## src/rtl/midi_voice_allocator.sv

```systemverilog
// Polyphonic MIDI voice allocator: turns note/CC messages from the byte parser into per-voice
// gate/key/velocity with LRU stealing, same-note retrigger and sustain-pedal handling.
module midi_voice_allocator #(
    parameter int unsigned VOICES  = 8,
    parameter int unsigned V_WIDTH = $clog2(VOICES),
    parameter bit          OMNI    = 1'b1,
    parameter logic [3:0]  MIDI_CH = 4'd0
) (
    input  logic                  CLOCK_25,
    input  logic                  iRST_N,
    input  logic                  byteready_in,
    input  logic [7:0]            cur_status_in,
    input  logic [7:0]            midi_bytes_in,
    input  logic [7:0]            databyte_in,
    input  logic [VOICES-1:0]     voice_free_,
    output logic [VOICES-1:0]     key_on,
    output logic [8*VOICES-1:0]   key_val,
    output logic [8*VOICES-1:0]   vel_on,
    output logic [V_WIDTH:0]      active_keys,
    output logic                  sustain_on,
    output logic                  steal_evt,
    output logic                  off_note_error
);
    typedef enum logic [1:0] {StIdle, StD1, StAlloc, StCommit} state_t;

    state_t             state_q, state_d;
    logic               br_q1, br_q2, strobe, chan_ok, is_msg, note_on_msg;
    logic [3:0]         status_q, status_d;
    logic [7:0]         data1_q, data1_d, data2_q, data2_d;
    logic [VOICES-1:0]  free_s1, free_s2;
    logic [VOICES-1:0]  key_on_q, key_on_d, held_q, held_d;
    logic [7:0]         key_val_q [VOICES];
    logic [7:0]         key_val_d [VOICES];
    logic [7:0]         vel_q [VOICES];
    logic [7:0]         vel_d [VOICES];
    logic [V_WIDTH-1:0] rank_q [VOICES];
    logic [V_WIDTH-1:0] rank_d [VOICES];
    logic [V_WIDTH-1:0] alloc_q, pick_v, off_v, retrig_v, free_v, idle_v, steal_v, idle_rank;
    logic               retrig_hit, free_hit, idle_hit, off_hit, steal_pick, steal_q;
    logic               sustain_q, sustain_d, err_q, err_d, steal_evt_q, steal_evt_d;
    logic [V_WIDTH:0]   active_q, active_d;

    assign strobe      = br_q1 & ~br_q2;
    assign chan_ok     = OMNI || (cur_status_in[3:0] == MIDI_CH);
    assign is_msg      = cur_status_in[7:4] inside {4'h8, 4'h9, 4'hB};
    assign note_on_msg = (status_q == 4'h9) && (data2_q != 8'h00);

    always_comb begin
        state_d  = state_q;
        status_d = status_q;
        data1_d  = data1_q;
        data2_d  = data2_q;
        unique case (state_q)
            StIdle: begin
                if (strobe && midi_bytes_in == 8'd1 && is_msg && chan_ok) begin
                    state_d  = StD1;
                    status_d = cur_status_in[7:4];
                    data1_d  = databyte_in;
                end
            end
            StD1: begin
                if (strobe) begin
                    if (midi_bytes_in == 8'd1 && is_msg && chan_ok) begin
                        status_d = cur_status_in[7:4];
                        data1_d  = databyte_in;
                    end else if (midi_bytes_in == 8'd2 && chan_ok &&
                                 cur_status_in[7:4] == status_q) begin
                        data2_d = databyte_in;
                        state_d = (status_q == 4'h9 && databyte_in != 8'h00) ? StAlloc : StCommit;
                    end else begin
                        state_d = StIdle;
                    end
                end
            end
            StAlloc:  state_d = StCommit;
            StCommit: state_d = StIdle;
            default:  state_d = StIdle;
        endcase
    end

    // Voice selection candidates; descending scans leave the lowest matching index.
    always_comb begin
        retrig_hit = 1'b0; retrig_v = '0;
        free_hit   = 1'b0; free_v   = '0;
        off_hit    = 1'b0; off_v    = '0;
        idle_hit   = 1'b0; idle_v   = '0; idle_rank = '0;
        steal_v    = '0;
        for (int i = VOICES - 1; i >= 0; i--) begin
            if (key_val_q[i] == data1_q) begin
                retrig_hit = 1'b1; retrig_v = V_WIDTH'(i);
            end
            if (!key_on_q[i] && free_s2[i]) begin
                free_hit = 1'b1; free_v = V_WIDTH'(i);
            end
            if (key_on_q[i] && key_val_q[i] == data1_q) begin
                off_hit = 1'b1; off_v = V_WIDTH'(i);
            end
        end
        for (int i = 0; i < VOICES; i++) begin
            if (!key_on_q[i] && (!idle_hit || rank_q[i] > idle_rank)) begin
                idle_hit = 1'b1; idle_v = V_WIDTH'(i); idle_rank = rank_q[i];
            end
            if (rank_q[i] == V_WIDTH'(VOICES - 1)) steal_v = V_WIDTH'(i);
        end
        steal_pick = 1'b0;
        if (retrig_hit)    pick_v = retrig_v;
        else if (free_hit) pick_v = free_v;
        else if (idle_hit) pick_v = idle_v;
        else begin
            pick_v     = steal_v;
            steal_pick = 1'b1;
        end
    end

    always_comb begin
        key_on_d    = key_on_q;
        key_val_d   = key_val_q;
        vel_d       = vel_q;
        held_d      = held_q;
        rank_d      = rank_q;
        sustain_d   = sustain_q;
        err_d       = err_q;
        steal_evt_d = 1'b0;
        if (state_q == StCommit) begin
            if (note_on_msg) begin
                key_on_d[alloc_q]  = 1'b1;
                key_val_d[alloc_q] = data1_q;
                vel_d[alloc_q]     = data2_q;
                held_d[alloc_q]    = 1'b0;
                steal_evt_d        = steal_q;
                for (int i = 0; i < VOICES; i++) begin
                    if (rank_q[i] < rank_q[alloc_q]) rank_d[i] = rank_q[i] + 1'b1;
                end
                rank_d[alloc_q] = '0;
            end else if (status_q == 4'h8 || status_q == 4'h9) begin
                if (!off_hit) begin
                    err_d = 1'b1;
                end else if (sustain_q) begin
                    held_d[off_v] = 1'b1;
                end else begin
                    key_on_d[off_v]  = 1'b0;
                    key_val_d[off_v] = 8'hFF;
                    vel_d[off_v]     = data2_q;
                    held_d[off_v]    = 1'b0;
                end
            end else if (data1_q == 8'd64) begin
                sustain_d = data2_q >= 8'd64;
                if (data2_q < 8'd64) begin
                    for (int i = 0; i < VOICES; i++) begin
                        if (held_q[i]) begin
                            key_on_d[i]  = 1'b0;
                            key_val_d[i] = 8'hFF;
                        end
                    end
                    held_d = '0;
                end
            end else if (data1_q == 8'd123) begin
                key_on_d = '0;
                held_d   = '0;
                err_d    = 1'b0;
                for (int i = 0; i < VOICES; i++) begin
                    key_val_d[i] = 8'hFF;
                    vel_d[i]     = 8'h00;
                end
            end
        end
        active_d = '0;
        for (int i = 0; i < VOICES; i++) active_d = active_d + (V_WIDTH + 1)'(key_on_d[i]);
    end

    always_ff @(posedge CLOCK_25 or negedge iRST_N) begin
        if (!iRST_N) begin
            state_q     <= StIdle;
            br_q1       <= 1'b0;
            br_q2       <= 1'b0;
            status_q    <= '0;
            data1_q     <= '0;
            data2_q     <= '0;
            free_s1     <= '0;
            free_s2     <= '0;
            key_on_q    <= '0;
            held_q      <= '0;
            alloc_q     <= '0;
            steal_q     <= 1'b0;
            sustain_q   <= 1'b0;
            err_q       <= 1'b0;
            steal_evt_q <= 1'b0;
            active_q    <= '0;
            for (int i = 0; i < VOICES; i++) begin
                key_val_q[i] <= 8'hFF;
                vel_q[i]     <= 8'h00;
                rank_q[i]    <= V_WIDTH'(i);
            end
        end else begin
            state_q     <= state_d;
            br_q1       <= byteready_in;
            br_q2       <= br_q1;
            status_q    <= status_d;
            data1_q     <= data1_d;
            data2_q     <= data2_d;
            free_s1     <= voice_free_;
            free_s2     <= free_s1;
            key_on_q    <= key_on_d;
            held_q      <= held_d;
            sustain_q   <= sustain_d;
            err_q       <= err_d;
            steal_evt_q <= steal_evt_d;
            active_q    <= active_d;
            key_val_q   <= key_val_d;
            vel_q       <= vel_d;
            rank_q      <= rank_d;
            if (state_q == StAlloc) begin
                alloc_q <= pick_v;
                steal_q <= steal_pick;
            end
        end
    end

    for (genvar g = 0; g < VOICES; g++) begin : g_out
        assign key_val[8*g +: 8] = key_val_q[g];
        assign vel_on[8*g +: 8]  = vel_q[g];
    end

    assign key_on         = key_on_q;
    assign active_keys    = active_q;
    assign sustain_on     = sustain_q;
    assign steal_evt      = steal_evt_q;
    assign off_note_error = err_q;
endmodule
```

## config.mk

```make
export PLATFORM = sky130hd
export DESIGN_NAME = midi_voice_allocator
export DESIGN_NICKNAME = d
export VERILOG_FILES = /design/src/rtl/midi_voice_allocator.sv
export SDC_FILE = /design/constraint.sdc
export NUM_CORES = 1
export LEC_CHECK = 0
export CAP_MARGIN = 15
export CORE_ASPECT_RATIO = 0.5
export CORE_MARGIN = 8
export CORE_UTILIZATION = 60
export DETAILED_ROUTE_END_ITERATION = 16
export DONT_BUFFER_PORTS = 1
export PLACE_DENSITY_LB_ADDON = 0.05
export SETUP_SLACK_MARGIN = 0.05
export SLEW_MARGIN = 15
export SYNTH_ARGS = -nofsm -noshare
export SYNTH_HDL_FRONTEND = slang
export SYNTH_SLANG_ARGS = --single-unit
```

## constraint.sdc

```tcl
create_clock -name CLOCK_25 -period 22.6 [get_ports CLOCK_25]
set_input_delay 2.26 -clock CLOCK_25 [delete_from_list [all_inputs] [get_ports CLOCK_25]]
set_output_delay 2.26 -clock CLOCK_25 [all_outputs]
set_load 0.02 [all_outputs]
```

==> reports/results.ini, run 1 <==
[grt]
globalRouteOverflowTotal=0
grt_pass1_vias=8914
grt_pass1_wl_um=54300
track_usage_pct=27.6
antenna_found_initial=0
grt_max_degree=220

[power_and_ir_drop]
powerDensity_mw_per_mm2=58.5
vdd_drop_max_mv=0.0416
total_power_uw=747
leakage_nw=5.71

[placed_design]
post-dp-hpwl_um=26300
place_area_mm2=0.0121
gp_congestion=0.958
io_buffers=0

[setup_path]
crit_type=reg2reg
cp_slowest_cell=dfrtp_1
end_kind=flop
cp_slowest_stage_delay_ns=0.76
critPathRequiredTime_ns=23.00
worst_setup_path_start_kind=flop
crit_fanout=12
cp_data_arrival_time_ns=11.47

[cells_and_area]
post-route-cell-area_mm2=0.0128
drive_gt1_share_pct=15.2
regArea_mm2=0.00558
multi_input_area_mm2=0.00607
n_antenna_cell=0
final_nets=1197
syn_to_final_growth_pct=5.83
n_fill_cell=1530

[clock_network]
cts_resized=0
cts-root-buf=clkbuf_16
clock-sinks=219
clkLatencyLatePin_ns=0.51
cts_buffer_depth=3
post_cts_buffers=0
htree_levels=1
path_clk_slew_ns=0.07
cts_made_buffers=20
tritoncts=done
cts_hold_buf=0

[yosys]
synthesis.instances=1135
synth_area_leader_cell=dfrtp_1
syn_nets=1229
yosysTopAreaCellShare_pct=29.7
yosys-top-cells-area=dfrtp_1 30%, dfstp_2 17%, ha_1 5.7%
ys.flop_type=dfrtp_1
yosys_warnings=0
synthMuxAreaShare_pct=3.89
ys_async_sr_fraction_pct=100
synth_top_family_by_area=compound AO/OA/AOI/OAI gates
synth_cell_types=78
synth_edf_count=0
synth_compound_area_share_pct=19.2
synthXorXnorAreaFrac_pct=5.67
syn-cell-area_mm2=0.0121
synth-simple-area-share_pct=15.1
avgSynthCellArea_um2=10.6
ys_ff_latch=219
synth_fa_ha_area_share_pct=6.37
synth-seq-area-share_pct=46.2

[detailed_routing]
num_vias=9224
routed_wl_um=35500
drtIter0Drc=996
wl_per_cell_um=25.7
drtPass1Iterations=5
drc=0
viasPerCell=6.67
antenna_left=0

[floorplan]
dieArea_mm2=0.0252
die_w_um=216
io_pins=178
fp.coreArea_mm2=0.0196
initial_core_util_pct=61.5
rows=36
die_y_um=116

[sta]
min_period_ns=11.08
period_share_pct=49.0
worstMarginPinSlew_ns=1.12
drv_slew=0
slew_headroom_pct=25.4
finalSetupViolCount=0
clock.fmax_mhz=90.3
whs_ns=0.341
fin_skew_ns=0.0211
rsz0062_at_grt=false
hold_viol=0
finalSetupTns_ns=0

[job]
drv_cap=0

[status]
outcome=completed

[worst_hold_path]
hold_path_class=reg2reg

==> routing by layer <==
| layer | GRT usage (%) | routed length [um] |
|---|---|---|
| met1 | 39.2 | 16000 |
| met2 | 41.3 | 15300 |
| met3 | 9.02 | 3710 |
| met4 | 4.89 | 494 |
| met5 | 2.15 | 77 |
==> through the flow <==
step | util, % | cells | setup WS (ns)
after global placement | 61.8 | 1347 | 12.00
after detailed placement | 61.8 | 1347 | 11.73
after CTS | 65.1 | 1382 | 11.69
after floorplan | - | 1135 | 13.45
final | 65.1 | 1382 | 11.52
after global routing | 65.1 | 1382 | 10.52
==> sequential cells by signal (all words and copies together), names as in the netlist, named ones only <==
| register | count |
|---|---|
| alloc_q | 3 |
| data1_q | 8 |
| free_s1 | 8 |
| sustain_on | 1 |
| steal_q | 1 |
| active_keys | 4 |
| state_q | 1 |
| free_s2 | 8 |
| status_q | 4 |
| off_note_error | 1 |
| steal_evt | 1 |
| data2_q | 8 |
| held_q | 8 |
| rank_q | 24 |
| vel_on | 64 |
| key_on | 8 |
| br_q2 | 1 |
| key_val | 64 |
| br_q1 | 1 |
==> cells by family after synthesis <==
| group | count (synthesis) |
|---|---|
| multiplexers | 42 |
| AND/OR/NAND/NOR | 335 |
| buffers and inverters | 87 |
| flip-flops | 219 |
| AO/OA/AOI/OAI | 315 |
| adder cells (fa/ha/maj) | 59 |
| XOR/XNOR | 78 |
==> critical path: cells and delay by family, from the launching register on <==
| kind | cells | cell delay, ns |
|---|---|---|
| AND/OR/NAND/NOR | 12 | 1.78 |
| flip-flops | 1 | 0.76 |
| multiplexers | 1 | 0.41 |
| AO/OA/AOI/OAI | 28 | 5.86 |
| buffers and inverters | 1 | 0.38 |
| adder cells (fa/ha/maj) | 7 | 1.79 |
==> synth_stat cells, drive strengths merged, types with 4 or more instances <==
library cell	count
a21oi	53
fa	4
nand2b	5
a31oi	5
or4	6
ha	55
nor4	13
mux2i	21
mux2	19
a221oi	5
dfrtp	143
dfstp	76
nand2	83
and3	8
inv	31
xnor2	49
xor2	29
clkbuf	29
o22ai	7
o22a	48
and4	4
o21a	16
a21o	8
and2	5
or2	6
o211ai	7
nand4	17
nor3	16
or3	7
nor2b	22
nand3	25
nor2	108
a211oi	8
buf	27
a2bb2oi	8
a22o	64
o21ai	57
==> power by group <==
part / switching, mW / internal [mW] / total [mW]
logic: 0.00408 / 0.00290 / 0.00698
registers: 0.00182 / 0.394 / 0.396
clock network: 0.152 / 0.192 / 0.344
total: 0.158 / 0.589 / 0.747
==> path summary, 6_finish.rpt <==
check	startpoint	endpoint	slack, ns	cells after the start
worst max-delay path	key_on[0]	alloc_q[2]	11.52	49
worst min-delay path	free_s1[4]	free_s2[4]	0.34	0
worst max register to register	key_on[0]	alloc_q[2]	11.52	49
worst min register to register	free_s1[4]	free_s2[4]	0.34	0
max in group asynchronous	iRST_N	rank_q[16]	20.84	0
min in group asynchronous	iRST_N	async pin	1.46	0
==> cell type report <==
| cell class | count | share of cell area, % |
|---|---|---|
| inverter | 31 | 0.912 |
| multi-input combinational | 829 | 47.6 |
| tap | 266 | 2.61 |
| timing repair buffer | 2 | 0.118 |
| clock inverter | 7 | 0.520 |
| clock buffer | 28 | 4.56 |
| sequential | 219 | 43.7 |
==> layout by cell type (no fill, tap or decap), drive strengths merged, types with 6 or more instances in the layout <==
| cell | instances |
|---|---|
| nand4 | 17 |
| nor3 | 16 |
| o211ai | 7 |
| mux2i | 21 |
| o22a | 48 |
| clkbuf | 28 |
| nor2b | 22 |
| a211oi | 8 |
| nor2 | 108 |
| or2 | 6 |
| and3 | 8 |
| o21a | 16 |
| xnor2 | 49 |
| or4 | 6 |
| ha | 55 |
| or3 | 7 |
| a2bb2oi | 8 |
| dfrtp | 143 |
| o22ai | 7 |
| inv | 31 |
| dfstp | 76 |
| a22o | 64 |
| nand3 | 25 |
| a21oi | 53 |
| nor4 | 13 |
| nand2 | 83 |
| xor2 | 29 |
| a21o | 8 |
| o21ai | 57 |
| mux2 | 19 |
No activity file was read; power rests on OpenSTA's default activity.
==> run 2, diff against run 1 <==
--- a/config.mk
+++ b/config.mk
@@ -8,7 +8,7 @@
 export CAP_MARGIN = 15
 export CORE_ASPECT_RATIO = 0.5
 export CORE_MARGIN = 8
-export CORE_UTILIZATION = 60
+export CORE_UTILIZATION = 58
 export DETAILED_ROUTE_END_ITERATION = 16
 export DONT_BUFFER_PORTS = 1
 export PLACE_DENSITY_LB_ADDON = 0.05
==> constraint.sdc (replaced) <==
create_clock -name CLOCK_25 -period 9.8 [get_ports CLOCK_25]
set_input_delay 0.98 -clock CLOCK_25 [delete_from_list [all_inputs] [get_ports CLOCK_25]]
set_output_delay 0.98 -clock CLOCK_25 [all_outputs]
set_load 0.02 [all_outputs]
==> run 2 against run 1 <==
Via count is 1.2% higher; register-to-register slack lost 11 ns; highest routed layer is now met4; clock power rose to 2.5 times the previous value; wire length up 1.6%; final cell count up 1.9%; count of clock-buffer cells in the layout up 3; critical path depth shrank 1; first-iteration DRC count fell by 6.8%; global-route usage decreased by 0.22 points; sequential share of layout area down 1.1 points.
==> reports/results.ini, run 2 (synthesized netlist as in run 1, its figures left out) <==
[cells_and_area]
n_antenna_cell=0  ; unchanged
final_common_cell=dfrtp_1
final_nets=1215  ; +1.5%
fin_util_pct=63.9  ; -1.2 points
n_fill_cell=1632  ; +6.7%
final_cell_mix=143 x dfrtp_1, 105 x nor2_1, 83 x nand2_1
drive_gt1_share_pct=18.6  ; +3.4 points
syn_to_final_growth_pct=8.52

[floorplan]
die_w_um=220  ; +1.6%
initial_core_util_pct=58.9  ; -2.6 points
dieArea_mm2=0.0259  ; +3.1%
fp.coreArea_mm2=0.0205  ; +4.4%
io_pins=178  ; unchanged
rows=37  ; +2.8%
die_y_um=118  ; +1.5%

[placed_design]
io_buffers=0  ; unchanged
post-dp-hpwl_um=26700  ; +1.5%
gp_congestion=0.897  ; -6.4%
place_ws_ns=-0.0456  ; -11.77 ns

[detailed_routing]
viasPerCell=6.63  ; -0.68%
routed_wl_um=36100  ; +1.6%
wl_per_cell_um=25.6  ; -0.23%
antenna_left=0  ; unchanged
drc=0  ; unchanged
drtPass1Iterations=7  ; +2
num_vias=9334  ; +1.2%
drtIter0Drc=928  ; -6.8%

[grt]
grt_pass1_vias=9107  ; +2.2%
antenna_found_initial=0  ; unchanged
globalRouteOverflowTotal=0  ; unchanged
grt_max_degree=220  ; unchanged
grt_pass1_wl_um=55700  ; +2.5%
track_usage_pct=27.4  ; -0.22 points

[clock_network]
cts_made_buffers=20  ; unchanged
htree_levels=1  ; unchanged
cts_buffer_depth=3  ; unchanged
clkLatencyLatePin_ns=0.53  ; +0.02 ns
cts-root-buf=clkbuf_16
path_clk_slew_ns=0.07  ; about the same
clock-sinks=219  ; unchanged
tritoncts=done
cts_hold_buf=0  ; unchanged

[setup_path]
end_kind=flop
crit_fanout=7  ; -5
cp_data_arrival_time_ns=9.67  ; -1.80 ns
crit_type=reg2reg
critPathRequiredTime_ns=10.22  ; -12.78 ns
cp_slowest_cell=dfrtp_1
worst_setup_path_start_kind=flop
cp_slowest_stage_delay_ns=0.48  ; -0.28 ns

[power_and_ir_drop]
combinationalPowerShare_pct=0.9  ; about the same
seq_power_share_pct=51.0  ; -2.1 points
vdd_drop_max_mv=0.124  ; +200%
power.switching_uw=370  ; +140%
total_power_mw=1.79  ; +140%
p_int_mw=1.42  ; +140%
netSwitchingFraction_pct=20.7  ; -0.43 points
powerDensity_mw_per_mm2=137  ; +130%
leakage_nw=5.86  ; +2.6%
p_clk_share_pct=48.1  ; +2.1 points

[sta]
worst_slack_ns=0.555  ; -10.97 ns
hold_viol=0  ; unchanged
fin_skew_ns=0.0257  ; +0.00461 ns
drv_slew=0  ; unchanged
finalSetupViolCount=0  ; unchanged
period_share_pct=94.3  ; +45 points
worstMarginPinSlew_ns=1.10  ; -0.0230 ns
rsz0062_at_grt=false
clock.fmax_mhz=108  ; +20%
min_period_ns=9.25  ; -1.83 ns
slew_headroom_pct=26.6  ; +1.3 points

[worst_hold_path]
hold_path_class=in2async

[job]
drv_cap=0  ; unchanged

[status]
outcome=completed

[run 2: cell count changes in the layout (fill, tap and decap cells not counted), sizes merged]
cell	before	now
buf	2	20
clkinv	5	3
clkbuf	28	31
[run 2: per-stage QoR]
step                cell area (um2)  hold slack [ns]  TNS [ns]  std cells
floorplan                     12100            0.331         0       1135
global placement              12200            0.333         0       1362
detailed placement            12200            0.342   -0.0579       1362
CTS                           12900            0.146         0       1398
global route                  13100            0.145         0       1408
finish                        13100            0.161         0       1408
[run 2: what timing repair did]
action,CTS,global route
resized for setup,2,27
setup endpoints to repair,3,3
pin swaps,0,11
buffers inserted,0,10
[run 2: final cells by class]
| type | instances | area (um2) | area share [%] |
|---|---|---|---|
| inverters | 31 | 119 | 0.908 |
| repair buffers | 20 | 158 | 1.20 |
| flip-flops and latches | 219 | 5580 | 42.6 |
| clock buffers | 31 | 677 | 5.17 |
| well taps | 273 | 342 | 2.61 |
| multi-input cells | 829 | 6160 | 47.1 |
| clock inverters | 5 | 56.3 | 0.430 |
[run 2: worst paths after layout]
path | from | end | slack [ns] | cells after the start
worst max-delay path | rank_q[22] | alloc_q[2] | 0.55 | 48
worst min-delay path | iRST_N | br_q1 | 0.16 | 0
worst max register to register | rank_q[22] | alloc_q[2] | 0.55 | 48
worst min register to register | free_s1[7] | free_s2[7] | 0.34 | 0
max in group asynchronous | iRST_N | rank_q[6] | 9.37 | 0
min in group CLOCK_25 | free_s1[7] | free_s2[7] | 0.34 | 0
[run 2: routing by layer]
metal	global-route usage, %	vias to the layer above	routed length (um)
li1	-	4121	-
met1	39.5	4762	15900
met2	39.0	405	15500
met3	10.4	46	4150
met4	4.99	0	590
met5	0	-	0
[run 2: critical path, delay by kind of cell, from the launching register on]
| family | cells | cell delay, ns |
|---|---|---|
| buffers and inverters | 1 | 0.16 |
| adders and majority gates | 7 | 1.93 |
| AOI/OAI and AO/OA | 28 | 4.59 |
| DFF | 1 | 0.48 |
| muxes | 1 | 0.38 |
| and+or+nand+nor | 11 | 1.60 |
[run 2: power by group through the flow]
| stage | Clock, mW | Sequential, mW | Combinational, mW |
|---|---|---|---|
| after CTS | 0.874 | 0.914 | 0.0158 |
| after detailed placement | 0 | 0.930 | 0.0156 |
| final | 0.861 | 0.914 | 0.0162 |
| after global placement | 0 | 0.930 | 0.0154 |
| after global routing | 0.911 | 0.914 | 0.0180 |
| after floorplan | 0 | 0.927 | 0.0139 |
==> run 3, diff against run 2 <==
--- a/config.mk
+++ b/config.mk
@@ -5,10 +5,11 @@
 export SDC_FILE = /design/constraint.sdc
 export NUM_CORES = 1
 export LEC_CHECK = 0
+export ABC_AREA = 1
 export CAP_MARGIN = 15
 export CORE_ASPECT_RATIO = 0.5
 export CORE_MARGIN = 8
-export CORE_UTILIZATION = 58
+export CORE_UTILIZATION = 30
 export DETAILED_ROUTE_END_ITERATION = 16
 export DONT_BUFFER_PORTS = 1
 export PLACE_DENSITY_LB_ADDON = 0.05
==> run 3 against run 2 <==
Maximum frequency rose by 6.4%; clock power is 17% higher; total power up 18%; cell area grew 9.6%; wire length is 34% higher; global-route usage fell by 8.7 points; via count up 23%; synthesized cell count increased by 47%; highest routed layer unchanged.
==> reports/results.ini, run 3 <==
[placed_design]
numPlacedInstances=2217  ; +63%
place_ws_ns=0.989  ; +1.03 ns
post-dp-hpwl_um=35500  ; +33%
gp_congestion=0.881  ; -1.7%
io_buffers=0  ; unchanged

[clock_network]
cts-root-buf=clkbuf_16
tritoncts=done
path_clk_slew_ns=0.07  ; about the same
clock-sinks=219  ; unchanged
htree_levels=1  ; unchanged
cts_hold_buf=0  ; unchanged
post_cts_buffers=0  ; unchanged
cts_buffer_depth=3  ; unchanged
cts_resized=0  ; -2
cts_made_buffers=24  ; +20%
clkLatencyLatePin_ns=0.55  ; +0.02 ns

[setup_path]
cp_top_family=simple AND/OR/NAND/NOR gates
crit_type=reg2reg
cp_common_cell=nand2_1
reg2reg_depth=60  ; +25%
ff2ff_setup_slack_ns=1.11  ; +0.55 ns
end_kind=flop
critPathRequiredTime_ns=10.23  ; about the same
r2r_start=key_on[0]
worst_setup_path_start_kind=flop
crit_buf_inv=4  ; +3
cp_slowest_cell=dfrtp_1
cp_data_arrival_time_ns=9.13  ; -0.54 ns
crit_fanout=9  ; +2
cp_slowest_stage_delay_ns=0.37  ; -0.11 ns
r2r_end=alloc_q[2]

[sta]
worst_slack_ns=1.11  ; +0.552 ns
clock.fmax_mhz=115  ; +6.4%
worstMarginPinSlew_ns=1.07  ; -0.0217 ns
fin_skew_ns=0.0217  ; -0.00403 ns
finalSetupViolCount=0  ; unchanged
drv_slew=0  ; unchanged
rsz0062_at_grt=false
period_share_pct=88.7  ; -5.6 points
slew_headroom_pct=28.3  ; +1.6 points
finalSetupTns_ns=0  ; unchanged
min_period_ns=8.69  ; -0.552 ns
hold_viol=0  ; unchanged

[yosys]
yosys-top-cells-count=443 x nand2_1, 176 x inv_1, 143 x dfrtp_1
synth_area_leader_cell=dfrtp_1
synthesis.instances=1670  ; +47%
ys_ff_latch=219  ; unchanged
avgSynthCellArea_um2=7.78  ; -27%
ys.flop_type=dfrtp_1
syn-cell-area_mm2=0.0130  ; +7.7%
synth.most_common_cell=nand2_1
yosys_warnings=0  ; unchanged
yosysTopAreaCellShare_pct=27.6  ; -2.1 points
yosys-top-cells-area=dfrtp_1 28%, dfstp_2 15%, nand2_1 13%
synth-seq-area-share_pct=42.9  ; -3.3 points
syn_nets=1764  ; +44%
ys_async_sr_fraction_pct=100  ; unchanged
synth_cell_types=56  ; -28%
synth_edf_count=0  ; unchanged

[detailed_routing]
drtIter0Drc=963  ; +3.8%
routed_wl_um=48300  ; +34%
drtPass1Iterations=5  ; -2
wl_per_cell_um=21.4  ; -17%
viasPerCell=5.06  ; -24%
num_vias=11400  ; +23%
drc=0  ; unchanged
antenna_left=0  ; unchanged

[cells_and_area]
syn_to_final_growth_pct=10.5
n_antenna_cell=0  ; unchanged
drive_gt1_share_pct=12.6  ; -6.0 points
final_common_cell=nand2_1
final_cell_mix=443 x nand2_1, 176 x inv_1, 143 x dfrtp_1
final_nets=1749  ; +44%
finalNonFillerCells=2261  ; +61%

[grt]
grt_pass1_vias=11000  ; +21%
antenna_found_initial=1  ; +1
globalRouteOverflowTotal=0  ; unchanged
grt_max_degree=220  ; unchanged
track_usage_pct=18.7  ; -8.7 points
grt_pass1_wl_um=71800  ; +29%

[floorplan]
die_w_um=310  ; +41%
rows=54  ; +46%
fp.coreArea_mm2=0.0432  ; +110%
die_y_um=163  ; +38%
initial_core_util_pct=30.1  ; -29 points
dieArea_mm2=0.0506  ; +95%
io_pins=178  ; unchanged

[power_and_ir_drop]
vdd_drop_max_mv=0.125  ; +0.49%
powerDensity_mw_per_mm2=147  ; +7.4%
total_power_mw=2.11  ; +18%
leakage_nw=6.62  ; +13%

[worst_hold_path]
hold_path_class=in2async

[status]
outcome=completed

[job]
drv_cap=0  ; unchanged

[run 3: power by group]
group	internal (mW)	switching (mW)	leakage [nW]
Combinational	0.0619	0.119	3.47
Clock	0.598	0.409	0.420
Sequential	0.913	0.00724	2.73
Total	1.57	0.536	6.62
[run 3: cell families after synthesis]
logic type	count (synthesis)	synth area share, %
AOI/OAI and AO/OA	289	12.6
xor gates and xnor gates	28	1.89
adders and majority gates	59	5.92
buffers and inverters	246	8.07
DFF	219	42.9
and+or+nand+nor	829	28.6
[run 3: layout make-up]
class / count / area [um2]
inverter: 194 / 736
multi-input combinational: 1205 / 6360
tap: 588 / 736
fill: 4561 / 28800
clock inverter: 15 / 213
sequential: 219 / 5580
timing repair buffer: 11 / 82.6
clock buffer: 29 / 639
[run 3: routing by layer]
metal	vias up	routed length, um	track usage (%)
met4	0	888	3.74
met1	5623	22200	26.4
met3	50	3290	3.56
li1	5432	-	-
met2	341	22000	29.8
met5	-	0	0
[run 3: worst max-delay path by stage]
| stage | to | cells past startpoint | startpoint |
|---|---|---|---|
| after global routing | alloc_q[0] | 63 | key_on[0] |
| after global placement | alloc_q[2] | 59 | key_on[0] |
| after detailed placement | alloc_q[2] | 59 | key_on[0] |
| final | alloc_q[2] | 60 | key_on[0] |
| after CTS | alloc_q[2] | 59 | key_on[0] |
| after floorplan | alloc_q[2] | 60 | key_on[0] |
[run 3: per-stage QoR]
| stage | hold slack [ns] | utilization (%) | instance area [um2] |
|---|---|---|---|
| after floorplan | 0.331 | - | 13000 |
| after global placement | 0.336 | 31.3 | 13500 |
| after detailed placement | 0.336 | 31.3 | 13500 |
| after CTS | 0.102 | 33.2 | 14300 |
| after global routing | 0.123 | 33.2 | 14300 |
| final | 0.156 | 33.2 | 14300 |
[run 3: worst reg2reg max path: cells and delay by family (launching register included)]
family,cells,cell delay (ns)
AOI/OAI and AO/OA,17,2.53
adders and majority gates,7,2.20
buffers and inverters,4,0.60
DFF,1,0.37
and+or+nand+nor,32,2.90
